File: src/rtl/zx_dma_master_if.sv
// Z80 bus signals shared by zx_dma_master (initiator) and the bus side it drives.
// Handshake: n_busrq low requests the bus, n_busack low grants it, and strobes are driven only while granted.
interface zx_dma_master_if;
   logic        n_busrq;
   logic        n_busack;
   logic [15:0] a;
   logic        a_oe;
   logic [7:0]  d_o;
   logic        d_oe;
   logic [7:0]  d_i;
   logic        n_mreq;
   logic        n_iorq;
   logic        n_rd;
   logic        n_wr;

   modport master (
      output n_busrq, a, a_oe, d_o, d_oe, n_mreq, n_iorq, n_rd, n_wr,
      input  n_busack, d_i
   );

   modport slave (
      input  n_busrq, a, a_oe, d_o, d_oe, n_mreq, n_iorq, n_rd, n_wr,
      output n_busack, d_i
   );
endinterface

File: src/rtl/zx_dma_master.sv
// Z80-bus DMA initiator: acquires the bus, then copies LEN bytes SRC->DST with Z80-timed read/write cycles.
// Define ZX_DMA_BYTEMODE_EN to add byte mode (MODE b4): the bus is released between bytes.
module zx_dma_master #(
   parameter int RELEASE_GAP = 4
) (
   input  logic            clk28,
   input  logic            rst_n,
   input  logic            clkcpu_rise,
   input  logic            cfg_wr,
   input  logic [2:0]      cfg_addr,
   input  logic [7:0]      cfg_d,
   output logic [7:0]      cfg_q,
   zx_dma_master_if.master bus,
   output logic            busy,
   output logic            irq,
   output logic [3:0]      state_dbg
);

   // The NEXT step (counter update, loop/release decision) is folded into the edge leaving WR3,
   // so one byte costs exactly six T-states.
   typedef enum logic [3:0] {
      S_IDLE, S_REQ, S_RD1, S_RD2, S_RD3, S_WR1, S_WR2, S_WR3, S_REL, S_GAP
   } state_t;

   state_t      state, state_nx;
   logic [15:0] src, dst, len;
   logic [4:0]  mode;
   logic [7:0]  data_q;
   logic [7:0]  gap_cnt;
   logic        stop_pend;
   logic        in_cycle, start_req, abort_req, stop_now, normal_end;
   logic        byte_mode, mode_b4_d;

   assign start_req = cfg_wr && (cfg_addr == 3'd7) && cfg_d[0] && !cfg_d[1];
   assign abort_req = cfg_wr && (cfg_addr == 3'd7) && cfg_d[1];
   assign in_cycle  = (state inside {S_RD1, S_RD2, S_RD3, S_WR1, S_WR2, S_WR3});
   assign busy      = (state != S_IDLE) && (state != S_REL);
   // Abort, or the grant vanishing mid-transfer, lets the current cycle finish then releases.
   assign stop_now  = stop_pend || abort_req || bus.n_busack;
   assign state_dbg = state;

`ifdef ZX_DMA_BYTEMODE_EN
   assign byte_mode = mode[4];
   assign mode_b4_d = cfg_d[4];
`else
   assign byte_mode = 1'b0;
   assign mode_b4_d = 1'b0;
`endif

   always_comb begin
      state_nx   = state;
      normal_end = 1'b0;
      case (state)
         S_IDLE: if (start_req) state_nx = S_REQ;
         S_REL: begin
            if (start_req)        state_nx = S_REQ;
            else if (clkcpu_rise) state_nx = S_IDLE;
         end
         S_REQ: begin
            if (abort_req)                          state_nx = S_REL;
            else if (clkcpu_rise && !bus.n_busack) state_nx = S_RD1;
         end
         S_GAP: begin
            if (abort_req)                           state_nx = S_REL;
            else if (clkcpu_rise && gap_cnt == 8'd0) state_nx = S_REQ;
         end
         S_RD1: if (clkcpu_rise) state_nx = S_RD2;
         S_RD2: if (clkcpu_rise) state_nx = S_RD3;
         S_RD3: if (clkcpu_rise) state_nx = stop_now ? S_REL : S_WR1;
         S_WR1: if (clkcpu_rise) state_nx = S_WR2;
         S_WR2: if (clkcpu_rise) state_nx = S_WR3;
         S_WR3: begin
            if (clkcpu_rise) begin
               if (stop_now) begin
                  state_nx = S_REL;
               end else if (len == 16'd1) begin
                  state_nx   = S_REL;
                  normal_end = 1'b1;
               end else if (byte_mode) begin
                  state_nx = S_GAP;
               end else begin
                  state_nx = S_RD1;
               end
            end
         end
         default: state_nx = S_IDLE;
      endcase
   end

   always_ff @(posedge clk28 or negedge rst_n) begin
      if (!rst_n) begin
         state     <= S_IDLE;
         src       <= 16'h0000;
         dst       <= 16'h0000;
         len       <= 16'h0000;
         mode      <= 5'd0;
         data_q    <= 8'h00;
         gap_cnt   <= 8'd0;
         stop_pend <= 1'b0;
         irq       <= 1'b0;
      end else begin
         state <= state_nx;
         irq   <= normal_end;
         if (state_nx == S_REL)
            stop_pend <= 1'b0;
         else if (in_cycle && (abort_req || (clkcpu_rise && bus.n_busack)))
            stop_pend <= 1'b1;
         if (state == S_RD3 && clkcpu_rise)
            data_q <= bus.d_i;
         if (state_nx == S_GAP && state != S_GAP)
            gap_cnt <= 8'(RELEASE_GAP - 1);
         else if (state == S_GAP && clkcpu_rise && gap_cnt != 8'd0)
            gap_cnt <= gap_cnt - 8'd1;
         if (state == S_WR3 && clkcpu_rise) begin
            if (!mode[2]) src <= src + 16'd1;
            if (!mode[3]) dst <= dst + 16'd1;
            len <= len - 16'd1;
         end else if (cfg_wr && !busy) begin
            case (cfg_addr)
               3'd0:    src[7:0]  <= cfg_d;
               3'd1:    src[15:8] <= cfg_d;
               3'd2:    dst[7:0]  <= cfg_d;
               3'd3:    dst[15:8] <= cfg_d;
               3'd4:    len[7:0]  <= cfg_d;
               3'd5:    len[15:8] <= cfg_d;
               3'd6:    mode      <= {mode_b4_d, cfg_d[3:0]};
               default: ;
            endcase
         end
      end
   end

   // Bus pins are decoded from the registered state so they change only at T-state edges.
   always_comb begin
      bus.n_busrq = 1'b1;
      bus.a_oe    = 1'b0;
      bus.a       = 16'h0000;
      bus.d_oe    = 1'b0;
      bus.n_mreq  = 1'b1;
      bus.n_iorq  = 1'b1;
      bus.n_rd    = 1'b1;
      bus.n_wr    = 1'b1;
      case (state)
         S_REQ: bus.n_busrq = 1'b0;
         S_RD1, S_RD2, S_RD3: begin
            bus.n_busrq = 1'b0;
            bus.a_oe    = 1'b1;
            bus.a       = src;
            if (!mode[0]) begin
               bus.n_mreq = 1'b0;
               bus.n_rd   = 1'b0;
            end else if (state != S_RD1) begin
               bus.n_iorq = 1'b0;
               bus.n_rd   = 1'b0;
            end
         end
         S_WR1, S_WR2, S_WR3: begin
            bus.n_busrq = 1'b0;
            bus.a_oe    = 1'b1;
            bus.a       = dst;
            bus.d_oe    = 1'b1;
            if (state != S_WR1) bus.n_wr = 1'b0;
            if (!mode[1])              bus.n_mreq = 1'b0;
            else if (state != S_WR1)   bus.n_iorq = 1'b0;
         end
         default: ;
      endcase
   end

   assign bus.d_o = data_q;

   always_comb begin
      cfg_q = 8'h00;
      case (cfg_addr)
         3'd0: cfg_q = src[7:0];
         3'd1: cfg_q = src[15:8];
         3'd2: cfg_q = dst[7:0];
         3'd3: cfg_q = dst[15:8];
         3'd4: cfg_q = len[7:0];
         3'd5: cfg_q = len[15:8];
         3'd6: cfg_q = {3'b000, mode};
         3'd7: cfg_q = {7'b0000000, busy};
         default: cfg_q = 8'h00;
      endcase
   end

endmodule

File: src/flat_wrapper.sv
// flat-port wrapper written by rule: the top's interface ports become plain ports
module zx_dma_master_flat 
#(
   parameter int RELEASE_GAP = 4
)
  (clk28, rst_n, clkcpu_rise, cfg_wr, cfg_addr, cfg_d, cfg_q, busy, irq, state_dbg, bus_n_busrq, bus_a, bus_a_oe, bus_d_o, bus_d_oe, bus_n_mreq, bus_n_iorq, bus_n_rd, bus_n_wr, bus_n_busack, bus_d_i);
  zx_dma_master_if bus_i ();
  input  logic clk28;
  input  logic rst_n;
  input  logic clkcpu_rise;
  input  logic cfg_wr;
  input  logic [2:0] cfg_addr;
  input  logic [7:0] cfg_d;
  output logic [7:0] cfg_q;
  output logic busy;
  output logic irq;
  output logic [3:0] state_dbg;
  output wire logic [$bits(bus_i.n_busrq)-1:0] bus_n_busrq;
  output wire logic [$bits(bus_i.a)-1:0] bus_a;
  output wire logic [$bits(bus_i.a_oe)-1:0] bus_a_oe;
  output wire logic [$bits(bus_i.d_o)-1:0] bus_d_o;
  output wire logic [$bits(bus_i.d_oe)-1:0] bus_d_oe;
  output wire logic [$bits(bus_i.n_mreq)-1:0] bus_n_mreq;
  output wire logic [$bits(bus_i.n_iorq)-1:0] bus_n_iorq;
  output wire logic [$bits(bus_i.n_rd)-1:0] bus_n_rd;
  output wire logic [$bits(bus_i.n_wr)-1:0] bus_n_wr;
  input wire logic [$bits(bus_i.n_busack)-1:0] bus_n_busack;
  input wire logic [$bits(bus_i.d_i)-1:0] bus_d_i;
  assign bus_n_busrq = bus_i.n_busrq;
  assign bus_a = bus_i.a;
  assign bus_a_oe = bus_i.a_oe;
  assign bus_d_o = bus_i.d_o;
  assign bus_d_oe = bus_i.d_oe;
  assign bus_n_mreq = bus_i.n_mreq;
  assign bus_n_iorq = bus_i.n_iorq;
  assign bus_n_rd = bus_i.n_rd;
  assign bus_n_wr = bus_i.n_wr;
  assign bus_i.n_busack = bus_n_busack;
  assign bus_i.d_i = bus_d_i;
  zx_dma_master #(.RELEASE_GAP(RELEASE_GAP)) u_core (.clk28(clk28), .rst_n(rst_n), .clkcpu_rise(clkcpu_rise), .cfg_wr(cfg_wr), .cfg_addr(cfg_addr), .cfg_d(cfg_d), .cfg_q(cfg_q), .bus(bus_i), .busy(busy), .irq(irq), .state_dbg(state_dbg));
endmodule
File: config.mk
export PLATFORM = sky130hd
export DESIGN_NAME = zx_dma_master_flat
export DESIGN_NICKNAME = d
export VERILOG_FILES = /design/src/rtl/zx_dma_master_if.sv /design/src/rtl/zx_dma_master.sv /design/src/flat_wrapper.sv
export SDC_FILE = /design/constraint.sdc
export NUM_CORES = 1
export LEC_CHECK = 0
export BUFFER_PORTS_ARGS = -buffer_cell sky130_fd_sc_hd__buf_2
export CAP_MARGIN = 40
export CORE_MARGIN = 2
export CORE_UTILIZATION = 57
export CTS_CLUSTER_DIAMETER = 60
export DETAILED_ROUTE_END_ITERATION = 10
export GPL_TIMING_DRIVEN = 0
export PLACE_DENSITY = 0.77
export REMOVE_ABC_BUFFERS = 1
export SKIP_CTS_REPAIR_TIMING = 1
export SYNTH_ARGS = -nofsm -noshare
export SYNTH_HDL_FRONTEND = slang
export SYNTH_SLANG_ARGS = --single-unit
File: constraint.sdc
create_clock -name clk28 -period 2.4 [get_ports clk28]
set_input_delay 0.36 -clock clk28 [delete_from_list [all_inputs] [get_ports clk28]]
set_output_delay 0.36 -clock clk28 [all_outputs]
set_load 0.1 [all_outputs]
; Yosys cells after proc, flatten, opt, wreduce, memory -nomap -nowiden
; Cells that the tools add are included.
; Widths: inputs -> output; s select.
[totals]
ramBits = 0
regBits = 74
n_memories = 0
romBits = 0
latch_bits = 0
inputBits = 24
out_inout_bits = 45
[op_classes]
bitwise = 1
n_div = 0
magnitude_cmp = 0
add_sub_neg = 4
eq_ne = 25
n_reduce_logical = 47
n_mul = 0
mux = 55
shift = 0
[op_table]
columns = cell, n
row1 = $mux 16, 8
row2 = $mux 4, 16
row3 = $mux 8, 8
row4 = $pmux 8 s8, 1
row5 = $pmux 4 s10, 1
row6 = $add 16x1->16 const B, 2
row7 = $pmux 16 s2, 1
row8 = $mux 1, 18
row9 = $reduce_bool 2->1, 9
row10 = $eq 16x1->1 const B, 1
row11 = $eq 4x3->1 const B, 4
row12 = $eq 4x4->1 const B, 4
row13 = $sub 16x1->16 const B, 1
row14 = $logic_and 1x1->1, 15
row15 = $reduce_and 3->1, 5
row16 = $eq 3x3->1 const B, 4
row17 = $eq 4x2->1 const B, 2
row18 = $logic_not 8->1, 1
row19 = $ne 4x4->1 const B, 2
row20 = $reduce_bool 8->1, 1
row21 = $sub 8x1->8 const B, 1
row22 = $reduce_or 7->1, 1
row23 = $eq 3x2->1 const B, 2
row24 = $reduce_bool 6->1, 1
row25 = other kinds (15), 23

; Longest topological paths before layout
[logic_depth]
ltp_word = 11
mapped_depth = 9
depth_no_buf = 7

; Least setup slack after synthesis
; OpenSTA, ideal clock, no wires.
[synth_timing]
kind = flip-flop to output port
start = reg u_core.state[0], in the netlist u_core.state_dbg[0]
end = out bus_a[10]
setup_slack_ns = -1.667
t_arrival_ns = 3.707
required_time_ns = 2.040
n_path_buf = 2
stages_incl_launch_ff = 6
path_cell_list = dfrtp_1 > clkbuf_1 > nor2_1 > nor2_1 > clkbuf_1 > a22o_1
[synth_between]
elab_chain_len = 3
word_cells_on_any_way = 9
cone_classes = eq/ne (6) / mux (1) / reduce/logical (2)
[synth_lines]
columns = element, line_no
row1 = "start, declared", zx_dma_master.sv:25  ; state_t state, state_nx;
row2 = "start signal, assigned", zx_dma_master.sv:102  ; state <= state_nx;
row3 = $eq 4x3->1 or $eq 4x2->1 (tied branches), zx_dma_master.sv:143  ; case (state)
row4 = $reduce_or 3->1, zx_dma_master.sv:143
row5 = $pmux 16 s2 *, zx_dma_master.sv:143
row6 = "end, declared", flat_wrapper.sv:19  ; output wire logic [$bits(bus_i.a)-1:0] bus_a;
; Every way passes the cells marked *; elsewhere a longest branch is shown, timed or not.

; Final worst setup path
[layout_timing]
start = reg u_core.state[0], in the netlist u_core.state_dbg[0]
end = out cfg_q[0]
[layout_between]
elab_chain_len = 3
word_cells_on_any_way = 4
cone_classes = eq/ne (1) / mux (1) / reduce/logical (2)
[layout_lines]
columns = element, line_no
row1 = $ne 4x4->1 or $reduce_bool 4->1 (tied branches), zx_dma_master.sv:37  ; assign busy = (state != S_IDLE) && (state != S_REL);
row2 = $logic_and 1x1->1 *, zx_dma_master.sv:37
row3 = $pmux 8 s8 *, zx_dma_master.sv:174  ; case (cfg_addr)
row4 = "end, declared", flat_wrapper.sv:14  ; output logic [7:0] cfg_q;
; Marked as above.

==> impl_results.rst <==
.. list-table::
   :header-rows: 1

   * - Metric
     - Value
   * - Outcome
     - finished with violations
   * - Failing checks
     - negative hold slack, negative setup slack
   * - N_diodes
     - 0
   * - Portion of the post-synthesis area used by sequential elements
     - 37.60%
   * - Die span in y
     - 96.95 um
   * - Layout area overhead
     - 17.10%
   * - Clock tree from TritonCTS
     - done
   * - Number of flops mapped to enable cells by yosys
     - 0
   * - Share of synthesized area spent on multiplexers
     - 6.504%
   * - DRC
     - 0
   * - Top-level I/O count
     - 69
   * - Average footprint of a synthesized cell
     - 8.747 um^2
   * - Number of warnings printed during yosys synthesis
     - 0
   * - Headroom to the max-slew limit
     - 37.51%
   * - Ratio of routed vias to standard cells
     - 6.854
   * - Number of violations reported at the end of detailed-routing iteration 0
     - 602
   * - Global routing usage summed across all routing layers
     - 30.97%
   * - Least setup slack across all paths after layout
     - -61.74 ps
   * - Sum of negative setup slack
     - -61.74 ps
   * - Worst reg-to-reg setup slack
     - 100 ps
   * - Max FO, Critical Path
     - 6
   * - Met1 global-route usage
     - 43.17%
   * - Met3 Resource Use GR
     - 4.624%
   * - Most common cell in the synthesized netlist
     - sky130_fd_sc_hd__dfrtp_1
   * - Htree depth
     - 3
   * - Endpoint required time on the critical path
     - 2040 ps
   * - Compound-Gate Fraction of Synth Area
     - 27.90%
   * - Synth top area share
     - 37.60%
   * - Effective utilization at floorplan
     - 59.34%
   * - Number of flip-flops and latches in the synthesized netlist
     - 74
   * - FFs w/ async S/R, synth
     - 100.0%
   * - Fraction of synthesized cell area in xor and xnor cells
     - 1.245%
   * - Clock Skews
     - 10.63 ps
   * - Static leakage
     - 2.503 nW
   * - Startpoint of the most critical register-to-register path
     - u_core.state_dbg[3]$_DFF_PN0_
   * - Via count of the first global-routing pass
     - 4,592
   * - Drt pass-1 iters
     - 5
   * - Buffers on Ports
     - 68
   * - Capture point of the worst reg-to-reg path
     - u_core.src[0]$_DFFE_PN0P_
   * - Tightest Hold Check Type
     - input port to asynchronous set/reset pin
   * - First-pass GRT wire length
     - 23.76 mm
   * - Count of nets after finishing
     - 654
   * - Data arrival time of the worst path
     - 2100 ps
   * - Share of cells above drive strength 1
     - 24.32%
   * - Final Hold Slack
     - -45.82 ps
   * - Clock slew at the register clock pins of the worst setup and hold paths
     - 90 ps
   * - P per Cell Area
     - 1400 mW/mm^2
   * - Final Non-Filler Cells
     - 734
   * - Total vias in the final route
     - 5,031
   * - Overall power
     - 0.008075 W
   * - Post-synth cell types
     - 67
   * - Syn Std Cell Area
     - 0.004925 mm^2
   * - Max capacitance violation total
     - 0
   * - Chip width
     - 96.95 um
   * - Total wirelength of the detailed-routed design
     - 15.27 mm
   * - Max Clk Rate
     - 406.2 MHz
   * - Average wire length per cell after detail routing
     - 20.81 um
   * - Standard-cell rows
     - 33
   * - Gpl congestion
     - 0.9847
   * - Busiest layer in global routing
     - met2
   * - Post-layout minimum cycle time
     - 2462 ps
   * - Crit share post-route
     - 102.6%
   * - Area contributors post-synth
     - sky130_fd_sc_hd__dfrtp_1 38%, sky130_fd_sc_hd__a21oi_1 5.9%, sky130_fd_sc_hd__nor2_1 5.0%, sky130_fd_sc_hd__o22a_1 4.8%, sky130_fd_sc_hd__mux2_2 3.7%
   * - Area inside the core boundary
     - 0.008299 mm^2
   * - CTS Buf Count
     - 9
   * - Crit start category
     - register
   * - Floorplan die area
     - 0.009399 mm^2
   * - Simple-gate share of the synthesized area
     - 19.87%
   * - Filler cell count in the final layout
     - 646
   * - Leading area contributor after synthesis
     - sky130_fd_sc_hd__dfrtp_1
   * - Root buffer cell
     - sky130_fd_sc_hd__clkbuf_8
   * - Met2 usage in global routing
     - 49.04%
   * - Worst slew pin tran
     - 928.8 ps
   * - Clock Latency Late Sink
     - 360 ps
   * - Synthesized-area fraction occupied by adder cells
     - 1.524%
   * - Count of final hold-check violations
     - 37
   * - Pins over their slew limit
     - 0
   * - Remaining antenna violation count after routing
     - 0
   * - Pin count of the biggest net entering global routing
     - 39
   * - Grt total ovfl
     - 0
   * - Final HPWL DP
     - 10.12 mm
   * - Number of cells on the worst reg-to-reg path
     - 6
   * - Most frequent cells after synthesis
     - 74 x sky130_fd_sc_hd__dfrtp_1, 66 x sky130_fd_sc_hd__nor2_1, 58 x sky130_fd_sc_hd__a21oi_1
   * - Most used DFF post-synth
     - sky130_fd_sc_hd__dfrtp_1
   * - Type of element capturing the critical path
     - output port
   * - Sink count of the clock tree
     - 74
   * - Cells after Synth
     - 563
   * - Buffer levels on the longest clock path
     - 2
   * - Maximum resistive drop on vdd
     - 1.168 mV
   * - Worst Path Class, Setup
     - register to output port
   * - # setup viols final
     - 1
   * - Dominant combinational cell family by area after synthesis
     - compound AO/OA/AOI/OAI gates
   * - Number of cells in the design after placement
     - 700
   * - RSZ-0062 raised after global routing
     - yes
   * - Antenna violations before repair
     - 0
==> power breakdown <==
| part | leakage, nW | internal (W) | switching, W |
|---|---|---|---|
| Sequential | 0.888 | 0.00175 | 0.000871 |
| Combinational | 1.52 | 0.00129 | 0.00313 |
| Clock | 0.0962 | 0.000488 | 0.000550 |
==> how the worst max path moves through the flow <==
stage,from,endpoint,depth (start not counted)
after floorplan,u_core.state_dbg[0]$_DFF_PN0_,bus_n_mreq,3
after detailed placement,u_core.state_dbg[0]$_DFF_PN0_,bus_n_mreq,5
final,u_core.state_dbg[0]$_DFF_PN0_,cfg_q[0],5
after global routing,u_core.state_dbg[0]$_DFF_PN0_,cfg_q[0],5
after global placement,u_core.state_dbg[2]$_DFF_PN0_,u_core.dst[6]$_DFFE_PN0P_,5
after CTS,u_core.state_dbg[0]$_DFF_PN0_,bus_n_mreq,5
==> per-layer routing <==
layer  vias up  wire length, um
met5         -                0
met1      2443             6298
li1       2248                -
met3        31             1320
met4         0              364
met2       309             7289
==> cell type report <==
type / instances / area, um^2 / area share, %
clock buffers: 9 / 123.9 / 2.148
clock inverters: 7 / 76.32 / 1.323
inverters: 18 / 71.32 / 1.237
multi-input cells: 432 / 2873 / 49.82
flip-flops and latches: 74 / 1861 / 32.26
well taps: 105 / 131.4 / 2.278
repair buffers: 89 / 630.6 / 10.94
==> worst max-delay path, stage by stage, from the launching register on <==
cell and delay [ps]:
sky130_fd_sc_hd__dfrtp_4 530, sky130_fd_sc_hd__or3_4 390, sky130_fd_sc_hd__mux4_2 490, sky130_fd_sc_hd__nand2_2 90
sky130_fd_sc_hd__nand2_2 70, sky130_fd_sc_hd__buf_12 170
==> through the flow <==
stage / worst slack [ps] / util (%) / hold slack [ps] / area, um^2
floorplan: -2244 / - / 64.41 / 4728
global placement: -3037 / 62.66 / 445.1 / 5200
detailed placement: -590.0 / 63.74 / 363.0 / 5290
CTS: -1010 / 66.15 / -24.34 / 5490
global route: -86.63 / 69.49 / 4.548 / 5767
finish: -61.74 / 69.49 / -45.82 / 5767
==> state kept, by name, summed over array words and instances (netlist names) <==
signal and flops:
u_core.len 16, u_core.irq 1, u_core.bus.d_o 8, u_core.dst 16, u_core.state_dbg 4, u_core.mode 4, u_core.stop_pend 1, u_core.src 16
u_core.gap_cnt 8
==> cell usage in the layout, fill, tap and decap left out, types with 6 or more instances in the layout <==
cell type and count:
sky130_fd_sc_hd__dfrtp_1 69, sky130_fd_sc_hd__nor2_1 64, sky130_fd_sc_hd__a21oi_1 57, sky130_fd_sc_hd__buf_2 45, sky130_fd_sc_hd__nand2_1 35, sky130_fd_sc_hd__o22a_1 27
sky130_fd_sc_hd__buf_4 27, sky130_fd_sc_hd__o21ai_0 24, sky130_fd_sc_hd__inv_1 16, sky130_fd_sc_hd__a22o_1 16, sky130_fd_sc_hd__mux2_2 16, sky130_fd_sc_hd__nand3_1 15
sky130_fd_sc_hd__a31oi_1 12, sky130_fd_sc_hd__nor3_1 11, sky130_fd_sc_hd__nand2b_1 9, sky130_fd_sc_hd__clkbuf_8 9, sky130_fd_sc_hd__a211oi_1 7, sky130_fd_sc_hd__nand4_1 7
sky130_fd_sc_hd__clkbuf_4 7, sky130_fd_sc_hd__o21a_1 6, sky130_fd_sc_hd__ha_1 6
==> cells by family after synthesis <==
group | count (synthesis)
flip-flops | 74
AND/OR/NAND/NOR | 194
XOR/XNOR | 7
multiplexers | 25
buffers and inverters | 58
adder cells (fa/ha/maj) | 6
AO/OA/AOI/OAI | 199
No activity file was read; power rests on OpenSTA's default activity.
